$ cat config.mk
export PLATFORM = sky130hd
export DESIGN_NAME = register_file_flat
export DESIGN_NICKNAME = d
export VERILOG_FILES = /design/src/rtl/rf_pkg.sv /design/src/rtl/register_file_if.sv /design/src/rtl/rf_next_val.sv /design/src/rtl/register_file.sv /design/src/flat_wrapper.sv
export SDC_FILE = /design/constraint.sdc
export NUM_CORES = 1
export LEC_CHECK = 0
export ABC_AREA = 1
export CORE_MARGIN = 2
export CORE_UTILIZATION = 45
export DETAILED_ROUTE_END_ITERATION = 16
export PLACE_DENSITY = 0.71
export SLEW_MARGIN = 20
export SYNTH_ARGS = -nofsm -noshare
export SYNTH_HDL_FRONTEND = slang
export SYNTH_SLANG_ARGS = --single-unit
$ cat constraint.sdc
create_clock -name CLK -period 2.5 [get_ports CLK]
set_clock_uncertainty 0.1 [all_clocks]
set_input_delay 0.5 -clock CLK [delete_from_list [all_inputs] [get_ports CLK]]
set_output_delay 0.5 -clock CLK [all_outputs]
set_load 0.01 [all_outputs]
$ cat src/rtl/rf_pkg.sv
// Shared types for the register_file slice.
// Write-port opcode encodings and the op_t typedef.
package rf_pkg;

    typedef enum logic [1:0] {
        OP_LOAD = 2'b00,
        OP_INC  = 2'b01,
        OP_DEC  = 2'b10,
        OP_CLR  = 2'b11
    } op_t;

endpackage

$ cat src/rtl/register_file_if.sv
// Write/read bus of register_file.
// The master drives the write and read requests; the slave returns data and flags.
interface register_file_if #(
    parameter int WIDTH = 8,
    parameter int DEPTH = 4
);
    import rf_pkg::*;

    localparam int ADDR_W = $clog2(DEPTH);

    logic              En;
    logic              WrEn;
    op_t               Op;
    logic [ADDR_W-1:0] WrAddr;
    logic [WIDTH-1:0]  D;
    logic [ADDR_W-1:0] RdAddrA;
    logic [ADDR_W-1:0] RdAddrB;
    logic [WIDTH-1:0]  QoutA;
    logic [WIDTH-1:0]  QoutB;
    logic              Carry;
    logic              Zero;

    modport master (
        output En, WrEn, Op, WrAddr, D, RdAddrA, RdAddrB,
        input  QoutA, QoutB, Carry, Zero
    );

    modport slave (
        input  En, WrEn, Op, WrAddr, D, RdAddrA, RdAddrB,
        output QoutA, QoutB, Carry, Zero
    );

endinterface

$ cat src/rtl/rf_next_val.sv
// Next-value datapath for one register: {carry/borrow, result}.
// Shared by the write port and the optional read bypass.
module rf_next_val
    import rf_pkg::*;
#(
    parameter int WIDTH = 8
) (
    input  logic [WIDTH-1:0] cur,
    input  logic [WIDTH-1:0] d,
    input  op_t              op,
    output logic [WIDTH:0]   res
);

    always_comb begin
        res = '0;
        unique case (1'b1)
            op == OP_LOAD: res = {1'b0, d};
            op == OP_INC:  res = {1'b0, cur} + (WIDTH+1)'(1);
            op == OP_DEC:  res = {1'b0, cur} - (WIDTH+1)'(1);
            op == OP_CLR:  res = '0;
            default:       res = '0;
        endcase
    end

endmodule

$ cat src/rtl/register_file.sv
// DEPTH x WIDTH register bank: one load/inc/dec/clr write port, two async reads.
// Define RF_BYPASS_EN to forward a committing write onto matching read ports.
module register_file
    import rf_pkg::*;
#(
    parameter int WIDTH = 8,
    parameter int DEPTH = 4
) (
    input logic             CLK,
    input logic             CLR_n,
    register_file_if.slave  rf
);

    logic [WIDTH-1:0] regs [DEPTH];
    logic             commit;
    logic [WIDTH-1:0] cur;
    logic [WIDTH:0]   nv;

    // Out-of-range write addresses are silently dropped.
    always_comb begin
        commit = rf.En && rf.WrEn && (int'(rf.WrAddr) < DEPTH);
        cur    = '0;
        if (commit) cur = regs[rf.WrAddr];
    end

    rf_next_val #(.WIDTH(WIDTH)) u_next_val (
        .cur (cur),
        .d   (rf.D),
        .op  (rf.Op),
        .res (nv)
    );

    always_ff @(posedge CLK) begin
        if (!CLR_n) begin
            for (int i = 0; i < DEPTH; i++) regs[i] <= '0;
            rf.Carry <= 1'b0;
            rf.Zero  <= 1'b0;
        end else if (commit) begin
            regs[rf.WrAddr] <= nv[WIDTH-1:0];
            rf.Carry        <= nv[WIDTH];
            rf.Zero         <= (nv[WIDTH-1:0] == '0);
        end
    end

    always_comb begin
        rf.QoutA = '0;
        rf.QoutB = '0;
        if (int'(rf.RdAddrA) < DEPTH) rf.QoutA = regs[rf.RdAddrA];
        if (int'(rf.RdAddrB) < DEPTH) rf.QoutB = regs[rf.RdAddrB];
`ifdef RF_BYPASS_EN
        if (commit && rf.RdAddrA == rf.WrAddr) rf.QoutA = nv[WIDTH-1:0];
        if (commit && rf.RdAddrB == rf.WrAddr) rf.QoutB = nv[WIDTH-1:0];
`else
`endif
    end

endmodule

$ cat src/flat_wrapper.sv
// flat-port wrapper written by rule: the top's interface ports become plain ports
module register_file_flat import rf_pkg::*;
#(
    parameter int WIDTH = 8,
    parameter int DEPTH = 4
)
  (CLK, CLR_n, rf_En, rf_WrEn, rf_Op, rf_WrAddr, rf_D, rf_RdAddrA, rf_RdAddrB, rf_QoutA, rf_QoutB, rf_Carry, rf_Zero);
  register_file_if #(.WIDTH(WIDTH), .DEPTH(DEPTH)) rf_i ();
  input logic CLK;
  input logic CLR_n;
  input wire logic [$bits(rf_i.En)-1:0] rf_En;
  input wire logic [$bits(rf_i.WrEn)-1:0] rf_WrEn;
  input wire logic [$bits(rf_i.Op)-1:0] rf_Op;
  input wire logic [$bits(rf_i.WrAddr)-1:0] rf_WrAddr;
  input wire logic [$bits(rf_i.D)-1:0] rf_D;
  input wire logic [$bits(rf_i.RdAddrA)-1:0] rf_RdAddrA;
  input wire logic [$bits(rf_i.RdAddrB)-1:0] rf_RdAddrB;
  output wire logic [$bits(rf_i.QoutA)-1:0] rf_QoutA;
  output wire logic [$bits(rf_i.QoutB)-1:0] rf_QoutB;
  output wire logic [$bits(rf_i.Carry)-1:0] rf_Carry;
  output wire logic [$bits(rf_i.Zero)-1:0] rf_Zero;
  assign rf_i.En = rf_En;
  assign rf_i.WrEn = rf_WrEn;
  assign rf_i.Op = rf_Op;
  assign rf_i.WrAddr = rf_WrAddr;
  assign rf_i.D = rf_D;
  assign rf_i.RdAddrA = rf_RdAddrA;
  assign rf_i.RdAddrB = rf_RdAddrB;
  assign rf_QoutA = rf_i.QoutA;
  assign rf_QoutB = rf_i.QoutB;
  assign rf_Carry = rf_i.Carry;
  assign rf_Zero = rf_i.Zero;
  register_file #(.WIDTH(WIDTH), .DEPTH(DEPTH)) u_core (.CLK(CLK), .CLR_n(CLR_n), .rf(rf_i));
endmodule
==> results.toml <==
[routing]
first_pass_iters = 5
vias = 2781
ant_nets = 0
vias_per_cell = 5.44
wl_per_cell_um = 15.8
drt_iter0_drc = 257
post-route-drc-count = 0
drt-total-wl_mm = 8.05

[layout]
design_area_um2 = 3670
drive_gt1_frac = 0.280
antenna_cells = 0
fin_util = 0.675
area_growth_pct = 46.9
nNetsFinal = 469

[floorplanning]
die_h_um = 78.5
die_area_um2 = 6170
die_w_um = 78.5
start_util = 0.460
io_pins = 38
coreArea_um2 = 5440
rows = 27

[logic_synthesis]
syn_inst = 343
ys_seq_area_frac = 0.400
yosys_warnings = 0
syn_nets = 374
netlist_area_um2 = 2500
syn_area_per_cell_um2 = 7.29
ys_ff_latch = 34
ys_types = 29

[critical_path]
max_stage_delay_ns = 0.51
start_kind = "input port"
crit_buf_inv = 4
cp.arrival_ns = 1.78
slowest_stage = "clkdlybuf4s50_1"
cp_top_family = "buffers and inverters"
crit_required_ns = 1.90
worst-path-max-fanout = 10
crit_type = "input port to primary output"
cp-end-kind = "primary output"
path_cells = "clkdlybuf4s50_1, inv_2, buf_12, o21ai_0, o22ai_1, dlygate4sd2_1"

[clock_tree]
clock-root-buffer = "clkbuf_8"
tritoncts = "yes"
clock_sinks = 34
h-tree-depth = 2
clockBufferDepth = 2
clkLatencyLatePin_ns = 0.29
postCtsHoldBufs = 0
path_clk_slew_ns = 0.06
cts_made_buffers = 5

[job]
drv_cap = 0

[global_route]
antenna_found_initial = 0
grt_pass1_vias = 2682
grt_overflow = 0
grt_max_degree = 16
grt_pass1_wl_mm = 13.0
grt_usage = 0.272

[sta]
setup_violations = 0
fmax_ghz = 0.420
period_needed_ns = 2.38
tightestPinTransition_ns = 0.351
post-route-period-util = 0.953
slew_viol_final = 0
max_slew_margin = 0.766
timing.final.hold_violations = 0

[placement]
place_area_um2 = 3310
gp_congestion = 0.874
io_buffers = 37
dpl.hpwl_mm = 6.05

[pwr]
peakVddDrop_v = 0.000378
leakage_uw = 0.00160
power_density_nw_per_um2 = 417

[run_status]
status = "completed"

[hold_path]
hp-class = "flop to flop"
## placed cells by master (no fill, tap or decap), types with 2 or more instances in the layout
cell type	synthesis	final
a21oi_1	19	10
a21oi_2	1	8
a21oi_4	0	2
buf_12	0	3
buf_4	2	52
buf_6	1	6
clkbuf_1	6	3
clkbuf_8	0	5
clkdlybuf4s50_1	0	15
dfxtp_1	2	2
dlygate4sd2_1	0	17
dlymetal6s2s_1	0	3
edfxtp_1	32	32
ha_1	10	4
ha_4	0	6
inv_1	28	18
inv_2	2	10
inv_4	0	2
nand2_1	47	43
nand2_2	7	10
nand2_4	1	2
nand3_1	8	7
nand3_2	4	5
nand4_1	3	3
nor2_1	98	93
nor2_2	0	5
o21ai_0	48	39
o21ai_1	1	8
o21ai_2	1	2
o22ai_1	14	14
## where the power goes
part | internal [uW] | switching, uW | total, uW
combinational | 222 | 249 | 470
clock | 198 | 189 | 386
sequential | 649 | 25.9 | 675
total | 1070 | 463 | 1530
## path summary, 6_finish.rpt
check,depth (start not counted),to,slack [ns],start
setup / recovery,6,rf_QoutA[6],0.12,rf_RdAddrA[0]
hold / removal,2,u_core.rf.Zero,0.37,u_core.rf.Zero
hold reg to reg,2,u_core.rf.Zero,0.37,u_core.rf.Zero
setup reg to reg,17,u_core.regs[1][7],0.19,u_core.regs[2][1]
## cells by family after synthesis
group,count (synthesis),share of synthesized area
buffers and inverters,40,0.0666
AND/OR/NAND/NOR,170,0.285
XOR/XNOR,1,0.00350
flip-flops,34,0.400
AO/OA/AOI/OAI,87,0.187
adder cells (fa/ha/maj),11,0.0581
## tightest hold or removal path, cell delays in order, from the launching register on
cell	delay (ns)
dfxtp_1	0.32
nand2_1	0.06
nand2_1	0.04
## synthesized netlist by cell type, drive strengths merged
| library cell | count | area share |
|---|---|---|
| nor2 | 98 | 0.15 |
| nand2 | 55 | 0.093 |
| o21ai | 50 | 0.10 |
| edfxtp | 32 | 0.38 |
| inv | 30 | 0.045 |
| a21oi | 20 | 0.042 |
| o22ai | 14 | 0.035 |
| nand3 | 12 | 0.032 |
| ha | 10 | 0.050 |
| clkbuf | 6 | 0.0090 |
| buf | 4 | 0.013 |
| nand4 | 3 | 0.0075 |
| dfxtp | 2 | 0.016 |
| a21boi | 1 | 0.0030 |
| a21o | 1 | 0.0030 |
| a31oi | 1 | 0.0025 |
| fa | 1 | 0.0080 |
| nand3b | 1 | 0.0030 |
| or2 | 1 | 0.0025 |
| xor2 | 1 | 0.0035 |
## cell type report
class                           count  area (um2)
Sequential cell                    34        1000
Tap cell                           72        90.1
Inverter                           30         118
Fill cell                         471        1770
Clock buffer                        8        80.1
Timing Repair Buffer               98         875
Multi-Input combinational cell    269        1510
## per-stage QoR
step                instances  TNS [ns]  total power, uW  hold WS, ns  setup WS (ns)
global placement          493    -17.62             1090        0.360         -0.817
global route              511   -0.0105             1600        0.399        -0.0105
floorplan                 343         0              882        0.373         0.0193
detailed placement        493    -19.66             1100        0.357         -0.894
finish                    511         0             1530        0.369          0.119
CTS                       507  -0.00540             1500        0.371       -0.00540
## layer usage
layer / vias up / GRT usage / wire, um
li1: 1350 / - / -
met1: 1318 / 0.342 / 3450
met2: 93 / 0.478 / 4090
met3: 20 / 0.0379 / 360
met4: 0 / 0.0877 / 157
met5: - / 0 / 0
## state kept, by name, summed over array words and instances, names as in the netlist
register and flops:
u_core.rf.Carry 1, u_core.rf.Zero 1, u_core.regs 32
## what timing repair did
item	4_1_cts	5_1_grt
pin swaps	23	23
setup endpoints to repair	46	18
setup buffers	6	4
resized for setup	62	34
gates cloned	0	0
(Power assumes the default switching activity.)
